**config.mk**
```make
export PLATFORM = sky130hd
export DESIGN_NAME = clip_merge
export DESIGN_NICKNAME = d
export VERILOG_FILES = /design/src/rtl/clip_merge.sv
export SDC_FILE = /design/constraint.sdc
export NUM_CORES = 1
export LEC_CHECK = 0
export ABC_AREA = 0
export ABC_CLOCK_PERIOD_IN_PS = 4330
export CAP_MARGIN = 10
export CORE_MARGIN = 2
export CORE_UTILIZATION = 55
export CTS_BUF_LIST = sky130_fd_sc_hd__clkbuf_2 sky130_fd_sc_hd__clkbuf_4 sky130_fd_sc_hd__clkbuf_8
export DETAILED_ROUTE_END_ITERATION = 8
export HOLD_SLACK_MARGIN = 0.15
export PLACE_DENSITY = 0.85
export SYNTH_ARGS = -nofsm -noshare
export SYNTH_HDL_FRONTEND = slang
export SYNTH_SLANG_ARGS = --single-unit
```
**constraint.sdc**
```tcl
create_clock -name clk -period 4.33 [get_ports clk]
set_input_delay 0.433 -clock clk [delete_from_list [all_inputs] [get_ports clk]]
set_output_delay 0.433 -clock clk [all_outputs]
set_load 0.1 [all_outputs]
```
**src/rtl/clip_merge.sv**
```systemverilog
// Merges SEGMENTS consecutive input transactions into one output transaction.
// Data passes through combinationally; each suppressed eot reports its segment length on cnt.
module clip_merge #(
  parameter int SEGMENTS = 2,
  parameter int CNT_W    = 16,
  parameter int W        = 8
) (
  input  logic             clk,
  input  logic             rst,
  input  logic             din_valid,
  output logic             din_ready,
  input  logic [W:0]       din_data,
  output logic             dout_valid,
  input  logic             dout_ready,
  output logic [W:0]       dout_data,
  output logic             cnt_valid,
  input  logic             cnt_ready,
  output logic [CNT_W-1:0] cnt_data
);

  localparam int SEG_W = $clog2(SEGMENTS);
  localparam logic [SEG_W-1:0] LAST_SEG = SEG_W'(SEGMENTS - 1);

  logic [SEG_W-1:0] seg_r;
  logic [CNT_W-1:0] len_r;
  logic [CNT_W-1:0] cnt_data_r;
  logic             cnt_valid_r;

  logic             din_eot_s;
  logic             last_seg_s;
  logic             boundary_s;
  logic             stall_s;
  logic             hs_s;
  logic             push_s;
  logic             pop_s;
  logic [CNT_W-1:0] len_inc_s;

  // Length counters hold at all-ones instead of wrapping.
  function automatic logic [CNT_W-1:0] sat_inc(input logic [CNT_W-1:0] v);
    if (v == {CNT_W{1'b1}}) begin
      sat_inc = v;
    end else begin
      sat_inc = v + CNT_W'(1);
    end
  endfunction

  // Handshake, stall and eot-suppression logic.
  always_comb begin
    din_eot_s  = din_data[W];
    last_seg_s = (seg_r == LAST_SEG);
    boundary_s = din_valid & din_eot_s & ~last_seg_s;
    // A boundary item may only pass when the report buffer has room or drains now.
    stall_s    = boundary_s & cnt_valid_r & ~cnt_ready;
    dout_valid = din_valid & ~stall_s;
    din_ready  = dout_ready & ~stall_s;
    hs_s       = din_valid & din_ready;
    push_s     = hs_s & boundary_s;
    pop_s      = cnt_valid_r & cnt_ready;
    dout_data  = {din_eot_s & last_seg_s, din_data[W-1:0]};
    len_inc_s  = sat_inc(len_r);
  end

  assign cnt_valid = cnt_valid_r;
  assign cnt_data  = cnt_data_r;

  // Segment index, running length and one-deep report buffer.
  always_ff @(posedge clk) begin
    if (rst) begin
      seg_r       <= '0;
      len_r       <= '0;
      cnt_data_r  <= '0;
      cnt_valid_r <= 1'b0;
    end else begin
      if (hs_s) begin
        if (!din_eot_s) begin
          len_r <= len_inc_s;
        end else if (last_seg_s) begin
          seg_r <= '0;
          len_r <= '0;
        end else begin
          seg_r <= seg_r + SEG_W'(1);
          len_r <= '0;
        end
      end
      // A push wins over a pop, so pop-and-push keeps valid high with the new value.
      if (push_s) begin
        cnt_data_r  <= len_inc_s;
        cnt_valid_r <= 1'b1;
      end else if (pop_s) begin
        cnt_valid_r <= 1'b0;
      end
    end
  end

endmodule

```
Word level (Yosys, flattened, before mapping):

Index checks and enable logic that the tools add are counted.

* input bits: 14
* output and inout port bits: 28
* word-level logic and storage cells: 27
* register bits after elaboration: 34

* add/sub/neg operators: 2
* mux-type cells: 5
* reduce and logical (&&, ||, !) cells: 2
* equality and inequality tests: 1
* bitwise gates (word level): 13

Operators with widths (count)
* $mux 16: 2
* $add 16x1->16 const B: 1
* $eq 16x16->1 const B: 1
* $and 1x1->1: 10
* $mux 1: 3
* $not 1->1: 3
* $reduce_and 2->1: 1
* $reduce_bool 2->1: 1
* $add 1x1->1 const B: 1

Longest topological paths before layout:

Gate-level depths: netlist (run 1).

* depth in word-level cells: 9
* depth in mapped cells: 6
* depth with buffers taken out: 5

Least setup slack after synthesis (run 1):

No wires, ideal clock.

* path kind: register to output
* start point: register cnt_valid_r, in the netlist cnt_valid
* end point: output din_ready
* data required time: 3.897 ns
* path slack: 0.620 ns
* path buffers: 0
* cell stages (with the launch flop): 3
* arrival: 3.277 ns
* path through: dfxtp_1 -> and4bb_2 -> a21boi_0

* longest elaborated chain between the ends: 4

RTL lines
* start: declaration: RTL line 27 `logic cnt_valid_r;`
* start signal: assignment: RTL line 72 `cnt_valid_r <= 1'b0;`
* start signal: assignment: RTL line 88 `cnt_valid_r <= 1'b1;`
* start signal: assignment: RTL line 90 `cnt_valid_r <= 1'b0;`
* $and 1x1->1 (2 in series): RTL line 53 `stall_s = boundary_s & cnt_valid_r & ~cnt_ready;`
* $not 1->1: RTL line 55 `din_ready = dout_ready & ~stall_s;`
* $and 1x1->1: RTL line 55
* end: declaration: RTL line 11 `output logic din_ready,`

Every way passes these cells.

Final worst setup path (run 1):

* start point: input din_data[8]
* end point: output dout_data[8]

* longest elaborated chain between the ends: 1

RTL lines
* start: declaration: RTL line 12 `input logic [W:0] din_data,`
* $and 1x1->1: RTL line 59 `dout_data = {din_eot_s & last_seg_s, din_data[W-1:0]};`
* end: declaration: RTL line 15 `output logic [W:0] dout_data,`

Every way passes these cells.

==> flow_summary.html, run 1 <==
<table>
<tr><th>Metric</th><th>Value</th></tr>
<tr><th colspan="2">Worst setup path</th></tr>
<tr><td>Crit Path Class</td><td>in -&gt; out</td></tr>
<tr><td>Endpoint kind of the worst setup timing path</td><td>output pin</td></tr>
<tr><td>Dominant delay contributor by cell family on the critical path</td><td>buffers and inverters</td></tr>
<tr><td>Number of cell instances on the worst register-to-register path</td><td>5</td></tr>
<tr><td>Worst reg2reg path startpoint</td><td>len_r[0]</td></tr>
<tr><td>Arrival time of the worst setup path</td><td>2.56 ns</td></tr>
<tr><td>Crit-path max cell delay</td><td>1.13 ns</td></tr>
<tr><td>Worst-path fanout max</td><td>15</td></tr>
<tr><td>Required time at the worst-slack endpoint</td><td>3.90 ns</td></tr>
<tr><td>R2R Setup Slk</td><td>1.91 ns</td></tr>
<tr><td>Worst path cell trace</td><td>clkdlybuf4s50_1 -&gt; and2_1 -&gt; clkdlybuf4s50_1</td></tr>
<tr><td>Sum of buffers and inverters on the critical path</td><td>2</td></tr>
<tr><td>Worst Setup Start Kind</td><td>primary input</td></tr>
<tr><td>Reg-to-Reg End</td><td>cnt_data[1]</td></tr>
<tr><td>CP max stage cell</td><td>sky130_fd_sc_hd__clkdlybuf4s50_1</td></tr>
<tr><td>Most frequent CP cell</td><td>sky130_fd_sc_hd__clkdlybuf4s50_1</td></tr>
<tr><th colspan="2">Route</th></tr>
<tr><td>Routed vias/inst</td><td>6.434</td></tr>
<tr><td>Number of detailed-routing iterations run before antenna repair</td><td>5</td></tr>
<tr><td>Wire length on met2</td><td>2.259 mm</td></tr>
<tr><td>Detailed-routed wire length on met3</td><td>357 um</td></tr>
<tr><td>Final routed wire length divided by cell count</td><td>16.34 um</td></tr>
<tr><td>Via Count</td><td>1898</td></tr>
<tr><td>Drt drc</td><td>0</td></tr>
<tr><td>Routed metal-1 wire length</td><td>2.165 mm</td></tr>
<tr><td>Final wirelength</td><td>4.821 mm</td></tr>
<tr><td>Iter 0 DRT Violations</td><td>196</td></tr>
<tr><td>Top layer used by detailed routing</td><td>met4</td></tr>
<tr><td>Final antenna-violating net count</td><td>0</td></tr>
<tr><th colspan="2">Layout</th></tr>
<tr><td>Layout Cells excl Fill</td><td>295</td></tr>
<tr><td>Share of post-route cells with drive strength above 1</td><td>9.237%</td></tr>
<tr><td>ANT cells</td><td>0</td></tr>
<tr><td>Syn-to-layout area delta</td><td>13.13%</td></tr>
<tr><td># fillers</td><td>298</td></tr>
<tr><td>Number of nets in the finished design</td><td>263</td></tr>
<tr><td>Final design area excluding fillers</td><td>2221 sq um</td></tr>
<tr><td>Utilization after layout</td><td>65.52%</td></tr>
<tr><th colspan="2">CTS</th></tr>
<tr><td>Clk buf depth</td><td>2</td></tr>
<tr><td>Root buffer cell</td><td>sky130_fd_sc_hd__clkbuf_4</td></tr>
<tr><td># Post-CTS Setup Buffers</td><td>0</td></tr>
<tr><td>TritonCTS clock tree</td><td>done</td></tr>
<tr><td>Hold-fix buffers at CTS</td><td>0</td></tr>
<tr><td>Worst-skew pair later-pin latency</td><td>0.33 ns</td></tr>
<tr><td>Post-cts sizing count</td><td>0</td></tr>
<tr><td>Register clock-pin slew on the reported worst setup and hold paths</td><td>0.09 ns</td></tr>
<tr><td>Sink Count</td><td>34</td></tr>
<tr><td>Deepest level of the CTS H-tree</td><td>2</td></tr>
<tr><td>CTS buffer count</td><td>5</td></tr>
<tr><th colspan="2">STA</th></tr>
<tr><td>Max_slew headroom</td><td>35.69%</td></tr>
<tr><td>Count of endpoints failing setup in the final report</td><td>0</td></tr>
<tr><td>Actual slew at the worst max-slew pin</td><td>0.9617 ns</td></tr>
<tr><td>Number of pins with negative max-slew slack in the final report</td><td>0</td></tr>
<tr><td>Highest clock frequency the design can meet</td><td>0.3337 GHz</td></tr>
<tr><td>Worst-case setup margin in the final layout</td><td>1.333 ns</td></tr>
<tr><td>RSZ-0062 raised after global routing</td><td>false</td></tr>
<tr><td>Tightest hold margin</td><td>0.4608 ns</td></tr>
<tr><td>Layout Skew</td><td>0.01021 ns</td></tr>
<tr><td>Count of endpoints failing hold in the final timing report</td><td>0</td></tr>
<tr><td>Time the worst path needs with I/O delays and setup</td><td>2.997 ns</td></tr>
<tr><td>Fraction of the cycle the final worst path needs</td><td>69.21%</td></tr>
<tr><td>Total negative setup slack</td><td>0 ns</td></tr>
<tr><th colspan="2">Die</th></tr>
<tr><td>Horizontal extent of the die</td><td>63.75 um</td></tr>
<tr><td>Placement Rows</td><td>21</td></tr>
<tr><td>Effective utilization at floorplan</td><td>57.92%</td></tr>
<tr><td>Height of the die</td><td>63.75 um</td></tr>
<tr><td>Floorplan die area</td><td>4063 sq um</td></tr>
<tr><td>Area of the core</td><td>3390 sq um</td></tr>
<tr><td>I/O Pins</td><td>42</td></tr>
<tr><th colspan="2">Yosys</th></tr>
<tr><td>Number of instances in the synthesized netlist</td><td>241</td></tr>
<tr><td>Share of synthesized area occupied by flip-flops and latches</td><td>34.67%</td></tr>
<tr><td>Post-Synthesis Cell Area</td><td>1963 sq um</td></tr>
<tr><td>Yosys Warn Count</td><td>0</td></tr>
<tr><td>Share of flip-flops with an asynchronous set or reset after synthesis</td><td>0%</td></tr>
<tr><td>Post-Synthesis Net Count</td><td>256</td></tr>
<tr><td>Mean Syn Cell Area</td><td>8.146 sq um</td></tr>
<tr><td>Number of synthesized flops with an enable pin</td><td>0</td></tr>
<tr><td>Number of flip-flops and latches in the synthesized netlist</td><td>34</td></tr>
<tr><td>Library cells used by synthesis</td><td>53</td></tr>
<tr><td>Main synth FF type</td><td>sky130_fd_sc_hd__dfxtp_1</td></tr>
<tr><th colspan="2">Placement</th></tr>
<tr><td>Detailed-placement wirelength estimate</td><td>3.443 mm</td></tr>
<tr><td>Minimum setup slack after placement</td><td>1.348 ns</td></tr>
<tr><td>Routability Congestion</td><td>0.9418</td></tr>
<tr><td>Post-Place Cell Area</td><td>2138 sq um</td></tr>
<tr><td>Buffers added on ports</td><td>25</td></tr>
<tr><td>Post-placement cell count</td><td>287</td></tr>
<tr><th colspan="2">GRT</th></tr>
<tr><td>Largest net degree at the start of global routing</td><td>21</td></tr>
<tr><td>Vias in the first global route</td><td>1662</td></tr>
<tr><td>Overflow left after global routing</td><td>0</td></tr>
<tr><td>Overall global routing resource usage</td><td>24.89%</td></tr>
<tr><td>First-pass GRT wire length</td><td>8.114 mm</td></tr>
<tr><td>Antenna violations before repair</td><td>0</td></tr>
<tr><th colspan="2">Worst hold path</th></tr>
<tr><td>Type of the tightest min-delay check</td><td>reg -&gt; reg</td></tr>
<tr><td>Number of stages on the worst hold path</td><td>2</td></tr>
<tr><td>Hold worst-path end</td><td>cnt_data[14]</td></tr>
<tr><td>Hold wc startpoint</td><td>cnt_data[14]</td></tr>
<tr><th colspan="2">Power</th></tr>
<tr><td>Leakage dissipation</td><td>0.6892 nW</td></tr>
<tr><td>Power per unit of standard cell area</td><td>296.2 nW/um^2</td></tr>
<tr><td>Largest voltage drop on the vdd net</td><td>0.0001620 V</td></tr>
<tr><td>Overall power of the completed layout</td><td>657.9 uW</td></tr>
<tr><th colspan="2">Status</th></tr>
<tr><td>Run status</td><td>finished clean</td></tr>
<tr><th colspan="2">Run</th></tr>
<tr><td>Max_cap viols</td><td>0</td></tr>
</table>
how the worst max path moves through the flow:
stage | startpoint | endpoint | cells after the start
2_1_floorplan | cnt_valid | din_ready | 2
3_3_place_gp | din_data[8] | dout_data[8] | 3
3_5_place_dp | din_data[8] | dout_data[8] | 3
4_1_cts | din_data[8] | dout_data[8] | 3
5_1_grt | din_data[8] | dout_data[8] | 3
6_report | din_data[8] | dout_data[8] | 3
cells by family (layout without fill, tap and decap cells):
| logic type | count (synthesis) | count (layout) | share of synthesized area [%] |
|---|---|---|---|
| AND/OR/NAND/NOR | 89 | 89 | 25.18 |
| buffers and inverters | 35 | 43 | 8.795 |
| XOR/XNOR | 5 | 5 | 2.231 |
| adder cells (fa/ha/maj) | 1 | 1 | 0.6372 |
| AO/OA/AOI/OAI | 76 | 76 | 27.98 |
| multiplexers | 1 | 1 | 0.5099 |
| flip-flops | 34 | 34 | 34.67 |
placed cells by master (no fill, tap or decap), types with 2 or more instances in the layout:
cell type	Yosys	layout
sky130_fd_sc_hd__nor2_1	22	22
sky130_fd_sc_hd__and4_1	6	6
sky130_fd_sc_hd__or2_2	2	2
sky130_fd_sc_hd__a41oi_1	2	2
sky130_fd_sc_hd__o31ai_1	6	6
sky130_fd_sc_hd__nor3_1	8	8
sky130_fd_sc_hd__buf_4	8	4
sky130_fd_sc_hd__a211o_1	4	4
sky130_fd_sc_hd__o41ai_1	2	2
sky130_fd_sc_hd__a21boi_0	2	2
sky130_fd_sc_hd__a21oi_1	12	12
sky130_fd_sc_hd__nand4_1	8	8
sky130_fd_sc_hd__clkbuf_4	0	7
sky130_fd_sc_hd__a311oi_1	6	6
sky130_fd_sc_hd__a31oi_1	10	10
sky130_fd_sc_hd__nor2b_1	2	2
sky130_fd_sc_hd__and2_1	2	2
sky130_fd_sc_hd__nand3_1	10	10
sky130_fd_sc_hd__clkdlybuf4s50_1	0	23
sky130_fd_sc_hd__a211oi_1	5	5
sky130_fd_sc_hd__o211ai_1	4	4
sky130_fd_sc_hd__nand2_1	16	16
sky130_fd_sc_hd__nor4_2	2	2
sky130_fd_sc_hd__or4_1	3	3
sky130_fd_sc_hd__and3_1	2	2
sky130_fd_sc_hd__dfxtp_1	34	34
sky130_fd_sc_hd__o21ai_0	9	9
sky130_fd_sc_hd__inv_1	8	8
sky130_fd_sc_hd__xnor2_1	4	4
cell type report:
cell class / count / area, sq um / area share, %
timing repair buffer: 27 / 260.3 / 11.72
clock inverter: 1 / 30.03 / 1.352
sequential: 34 / 680.7 / 30.65
tap: 46 / 57.56 / 2.592
inverter: 8 / 30.03 / 1.352
multi-input combinational: 172 / 1110 / 49.97
clock buffer: 7 / 52.55 / 2.366
registers in the layout, indices dropped and copies added, names as in the netlist:
register    count
last_seg_s      1
cnt_data       16
len_r          16
cnt_valid       1
power by group:
group	switching (mW)	internal [mW]
combinational	0.0723	0.0245
sequential	0.00360	0.318
clock	0.104	0.135
total	0.180	0.478
synth_stat cells (2+ instances only):
| cell | number | area share, % |
|---|---|---|
| sky130_fd_sc_hd__a211o_1 | 4 | 1.8 |
| sky130_fd_sc_hd__a211oi_1 | 5 | 1.9 |
| sky130_fd_sc_hd__a21boi_0 | 2 | 0.76 |
| sky130_fd_sc_hd__a21oi_1 | 12 | 3.1 |
| sky130_fd_sc_hd__a311oi_1 | 6 | 2.7 |
| sky130_fd_sc_hd__a31oi_1 | 10 | 3.2 |
| sky130_fd_sc_hd__a41oi_1 | 2 | 0.89 |
| sky130_fd_sc_hd__and2_1 | 2 | 0.64 |
| sky130_fd_sc_hd__and3_1 | 2 | 0.64 |
| sky130_fd_sc_hd__and4_1 | 6 | 2.7 |
| sky130_fd_sc_hd__buf_2 | 9 | 2.3 |
| sky130_fd_sc_hd__buf_4 | 8 | 3.1 |
| sky130_fd_sc_hd__clkbuf_1 | 9 | 1.7 |
| sky130_fd_sc_hd__dfxtp_1 | 34 | 35 |
| sky130_fd_sc_hd__inv_1 | 8 | 1.5 |
| sky130_fd_sc_hd__nand2_1 | 16 | 3.1 |
| sky130_fd_sc_hd__nand3_1 | 10 | 2.5 |
| sky130_fd_sc_hd__nand4_1 | 8 | 2.5 |
| sky130_fd_sc_hd__nor2_1 | 22 | 4.2 |
| sky130_fd_sc_hd__nor2b_1 | 2 | 0.64 |
| sky130_fd_sc_hd__nor3_1 | 8 | 2.0 |
| sky130_fd_sc_hd__nor4_2 | 2 | 1.3 |
| sky130_fd_sc_hd__o211ai_1 | 4 | 1.5 |
| sky130_fd_sc_hd__o21ai_0 | 9 | 2.3 |
| sky130_fd_sc_hd__o31ai_1 | 6 | 2.3 |
| sky130_fd_sc_hd__o41ai_1 | 2 | 0.89 |
| sky130_fd_sc_hd__or2_2 | 2 | 0.64 |
| sky130_fd_sc_hd__or4_1 | 3 | 1.1 |
| sky130_fd_sc_hd__xnor2_1 | 4 | 1.8 |
tightest hold or removal path: stages, from the launching register on:
cell	delay (ns)
sky130_fd_sc_hd__dfxtp_1	0.32
sky130_fd_sc_hd__nand2_1	0.05
sky130_fd_sc_hd__a21oi_1	0.05
per-layer routing:
metal	track usage, %	vias to the layer above
li1	-	928
met1	35.44	879
met2	38.68	84
met3	5.634	7
met4	5.163	0
met5	0	-
Power figures use the tool's default switching activity.
==> run 2: changes to the inputs <==
ABC_CLOCK_PERIOD_IN_PS = 3000   (was 4330)
CORE_UTILIZATION = 52   (was 55)
PLACE_DENSITY = 0.81   (was 0.85)
clock period = 3 ns   (was 4.33 ns; I/O delays follow)
==> run 2 against run 1 <==
Against the previous run: hold slack got worse by 0.0020 ns; cell count rose by 1.4%; clock power rose by 49%; non-clock buffer count rose by 2; critical path depth rose by 2; setup slack got worse by 0.65 ns; largest cell class unchanged.
==> flow_summary.html, run 2 (same netlist as run 1, synthesis figures left out) <==
<table>
<tr><th>Metric</th><th>Value</th></tr>
<tr><th colspan="2">Status</th></tr>
<tr><td>Run status</td><td>finished clean</td></tr>
<tr><th colspan="2">STA</th></tr>
<tr><td>Actual slew at the worst max-slew pin</td><td>0.9682 ns</td></tr>
<tr><td>Highest clock frequency the design can meet</td><td>0.4322 GHz</td></tr>
<tr><td>Count of endpoints failing hold in the final timing report</td><td>0</td></tr>
<tr><td>Count of endpoints failing setup in the final report</td><td>0</td></tr>
<tr><td>Max_slew headroom</td><td>35.25%</td></tr>
<tr><td>Number of pins with negative max-slew slack in the final report</td><td>0</td></tr>
<tr><td>Total negative setup slack</td><td>0 ns</td></tr>
<tr><td>Layout Skew</td><td>0.006601 ns</td></tr>
<tr><td>RSZ-0062 raised after global routing</td><td>false</td></tr>
<tr><td>Fraction of the cycle the final worst path needs</td><td>77.13%</td></tr>
<tr><td>Time the worst path needs with I/O delays and setup</td><td>2.314 ns</td></tr>
<tr><th colspan="2">Route</th></tr>
<tr><td>Via Count</td><td>1930</td></tr>
<tr><td>Final routed wire length divided by cell count</td><td>16.54 um</td></tr>
<tr><td>Final antenna-violating net count</td><td>0</td></tr>
<tr><td>Final wirelength</td><td>4.945 mm</td></tr>
<tr><td>Iter 0 DRT Violations</td><td>130</td></tr>
<tr><td>Routed vias/inst</td><td>6.455</td></tr>
<tr><td>Number of detailed-routing iterations run before antenna repair</td><td>4</td></tr>
<tr><td>Drt drc</td><td>0</td></tr>
<tr><th colspan="2">Placement</th></tr>
<tr><td>Detailed-placement wirelength estimate</td><td>3.505 mm</td></tr>
<tr><td>Post-Place Cell Area</td><td>2136 sq um</td></tr>
<tr><td>Buffers added on ports</td><td>25</td></tr>
<tr><td>Routability Congestion</td><td>0.9694</td></tr>
<tr><th colspan="2">Die</th></tr>
<tr><td>I/O Pins</td><td>42</td></tr>
<tr><td>Height of the die</td><td>65.45 um</td></tr>
<tr><td>Horizontal extent of the die</td><td>65.45 um</td></tr>
<tr><td>Placement Rows</td><td>22</td></tr>
<tr><td>Area of the core</td><td>3633 sq um</td></tr>
<tr><td>Floorplan die area</td><td>4283 sq um</td></tr>
<tr><td>Effective utilization at floorplan</td><td>54.03%</td></tr>
<tr><th colspan="2">GRT</th></tr>
<tr><td>Met1 Usage GRT</td><td>31.94%</td></tr>
<tr><td>Overflow left after global routing</td><td>0</td></tr>
<tr><td>Vias in the first global route</td><td>1699</td></tr>
<tr><td>Overall global routing resource usage</td><td>24.49%</td></tr>
<tr><td>Met3 usage in global routing</td><td>4.623%</td></tr>
<tr><td>Largest net degree at the start of global routing</td><td>20</td></tr>
<tr><td>Antenna violations before repair</td><td>0</td></tr>
<tr><td>First-pass GRT wire length</td><td>8.079 mm</td></tr>
<tr><td>Global routing usage on met2</td><td>38.52%</td></tr>
<tr><td>Top Usage Layer GRT</td><td>met2</td></tr>
<tr><th colspan="2">Layout</th></tr>
<tr><td># fillers</td><td>330</td></tr>
<tr><td>Area taken by multi-input logic gates</td><td>1110 sq um</td></tr>
<tr><td>Most frequent standard cell in the layout excluding fill and tap cells</td><td>sky130_fd_sc_hd__dfxtp_1</td></tr>
<tr><td>ANT cells</td><td>0</td></tr>
<tr><td>Number of nets in the finished design</td><td>265</td></tr>
<tr><td>Syn-to-layout area delta</td><td>13.64%</td></tr>
<tr><td>Commonest non-fill, non-tap cells in the layout</td><td>sky130_fd_sc_hd__dfxtp_1, sky130_fd_sc_hd__nor2_1, sky130_fd_sc_hd__nand2_1, sky130_fd_sc_hd__clkdlybuf4s50_1, sky130_fd_sc_hd__buf_4</td></tr>
<tr><td>Utilization after layout</td><td>61.40%</td></tr>
<tr><td>Final design area excluding fillers</td><td>2231 sq um</td></tr>
<tr><td>Share of post-route cells with drive strength above 1</td><td>13.15%</td></tr>
<tr><td>Register area</td><td>680.7 sq um</td></tr>
<tr><th colspan="2">Worst setup path</th></tr>
<tr><td>Crit-path max cell delay</td><td>0.69 ns</td></tr>
<tr><td>Endpoint kind of the worst setup timing path</td><td>flip-flop</td></tr>
<tr><td>Required time at the worst-slack endpoint</td><td>3.19 ns</td></tr>
<tr><td>Worst Setup Start Kind</td><td>flip-flop</td></tr>
<tr><td>Crit Path Class</td><td>reg -&gt; reg</td></tr>
<tr><td>Dominant delay contributor by cell family on the critical path</td><td>simple AND/OR/NAND/NOR gates</td></tr>
<tr><td>Worst path cell trace</td><td>ha_1 -&gt; nand3_1 -&gt; nor4_2 -&gt; a31oi_1 -&gt; o32ai_1</td></tr>
<tr><td>R2R Setup Slk</td><td>0.69 ns</td></tr>
<tr><td>CP max stage cell</td><td>sky130_fd_sc_hd__nor4_2</td></tr>
<tr><td>Arrival time of the worst setup path</td><td>2.51 ns</td></tr>
<tr><td>Worst-path fanout max</td><td>12</td></tr>
<tr><td>Sum of buffers and inverters on the critical path</td><td>0</td></tr>
<tr><th colspan="2">CTS</th></tr>
<tr><td>Root buffer cell</td><td>sky130_fd_sc_hd__clkbuf_8</td></tr>
<tr><td>CTS buffer count</td><td>5</td></tr>
<tr><td>Hold-fix buffers at CTS</td><td>0</td></tr>
<tr><td>Sink Count</td><td>34</td></tr>
<tr><td>Clk buf depth</td><td>2</td></tr>
<tr><td>Worst-skew pair later-pin latency</td><td>0.29 ns</td></tr>
<tr><td># Post-CTS Setup Buffers</td><td>0</td></tr>
<tr><td>Post-cts sizing count</td><td>0</td></tr>
<tr><td>Deepest level of the CTS H-tree</td><td>2</td></tr>
<tr><td>TritonCTS clock tree</td><td>done</td></tr>
<tr><td>Register clock-pin slew on the reported worst setup and hold paths</td><td>0.07 ns</td></tr>
<tr><th colspan="2">Power</th></tr>
<tr><td>Net Sw Power</td><td>274.1 uW</td></tr>
<tr><td>Leakage dissipation</td><td>0.7200 nW</td></tr>
<tr><td>Combinational power share</td><td>14.7%</td></tr>
<tr><td>Clock share of power</td><td>37.1%</td></tr>
<tr><td>Reg power frac</td><td>48.3%</td></tr>
<tr><td>Power per unit of standard cell area</td><td>432.0 nW/um^2</td></tr>
<tr><td>Largest voltage drop on the vdd net</td><td>0.0002704 V</td></tr>
<tr><td>Switching share of total power</td><td>28.44%</td></tr>
<tr><td>Cell Int Power</td><td>689.6 uW</td></tr>
<tr><th colspan="2">Run</th></tr>
<tr><td>Max_cap viols</td><td>0</td></tr>
<tr><th colspan="2">Worst hold path</th></tr>
<tr><td>Type of the tightest min-delay check</td><td>reg -&gt; reg</td></tr>
</table>
run 2: cell types whose count changed in the layout (fill, tap and decap cells not counted):
cell and delta:
sky130_fd_sc_hd__buf_4 +10, sky130_fd_sc_hd__clkdlybuf4s50_1 -8, sky130_fd_sc_hd__clkinv_2 +1, sky130_fd_sc_hd__a21boi_0 -1, sky130_fd_sc_hd__clkbuf_8 +6, sky130_fd_sc_hd__clkbuf_4 -6
sky130_fd_sc_hd__bufinv_16 -1, sky130_fd_sc_hd__a21boi_1 +1
run 2: cell type report:
type / instances / share of cell area [%]
clock buffer: 7 / 4.038
timing repair buffer: 29 / 11.44
clock inverter: 1 / 0.2243
tap: 48 / 2.692
inverter: 8 / 1.346
multi-input combinational: 172 / 49.75
sequential: 34 / 30.51
run 2: tightest hold or removal path, cell delays in order (launching register included):
cell and delay [ns]:
sky130_fd_sc_hd__dfxtp_1 0.31, sky130_fd_sc_hd__nand2_1 0.05, sky130_fd_sc_hd__a21oi_1 0.05
run 2: worst paths after layout:
check        depth (start not counted)            to          from
min reg2reg                          2  cnt_data[14]  cnt_data[14]
max                                  5      len_r[0]      len_r[0]
min                                  2  cnt_data[14]  cnt_data[14]
max reg2reg                          5      len_r[0]      len_r[0]
run 2: per-stage QoR:
step	total power, mW	hold WS (ns)	worst slack [ns]	std cells
6_report	0.9637	0.4589	0.6861	299
2_1_floorplan	0.6269	0.4657	0.1635	241
5_1_grt	1.001	0.4910	0.5276	299
4_1_cts	0.9717	0.4616	0.7737	299
3_3_place_gp	0.6147	0.4448	0.6759	291
3_5_place_dp	0.6159	0.4434	0.6856	291
run 2: power by group through the flow:
| stage | clock, mW | sequential [mW] | combinational, mW |
|---|---|---|---|
| floorplan | 0 | 0.522 | 0.104 |
| global placement | 0 | 0.475 | 0.140 |
| detailed placement | 0 | 0.475 | 0.141 |
| CTS | 0.366 | 0.465 | 0.141 |
| global route | 0.387 | 0.466 | 0.148 |
| finish | 0.357 | 0.465 | 0.141 |
run 2: routing by layer:
layer | part of all wire (%) | vias up
met1 | 44 | 892
met5 | 0 | -
met3 | 8.5 | 13
li1 | - | 929
met4 | 2.8 | 0
met2 | 45 | 96
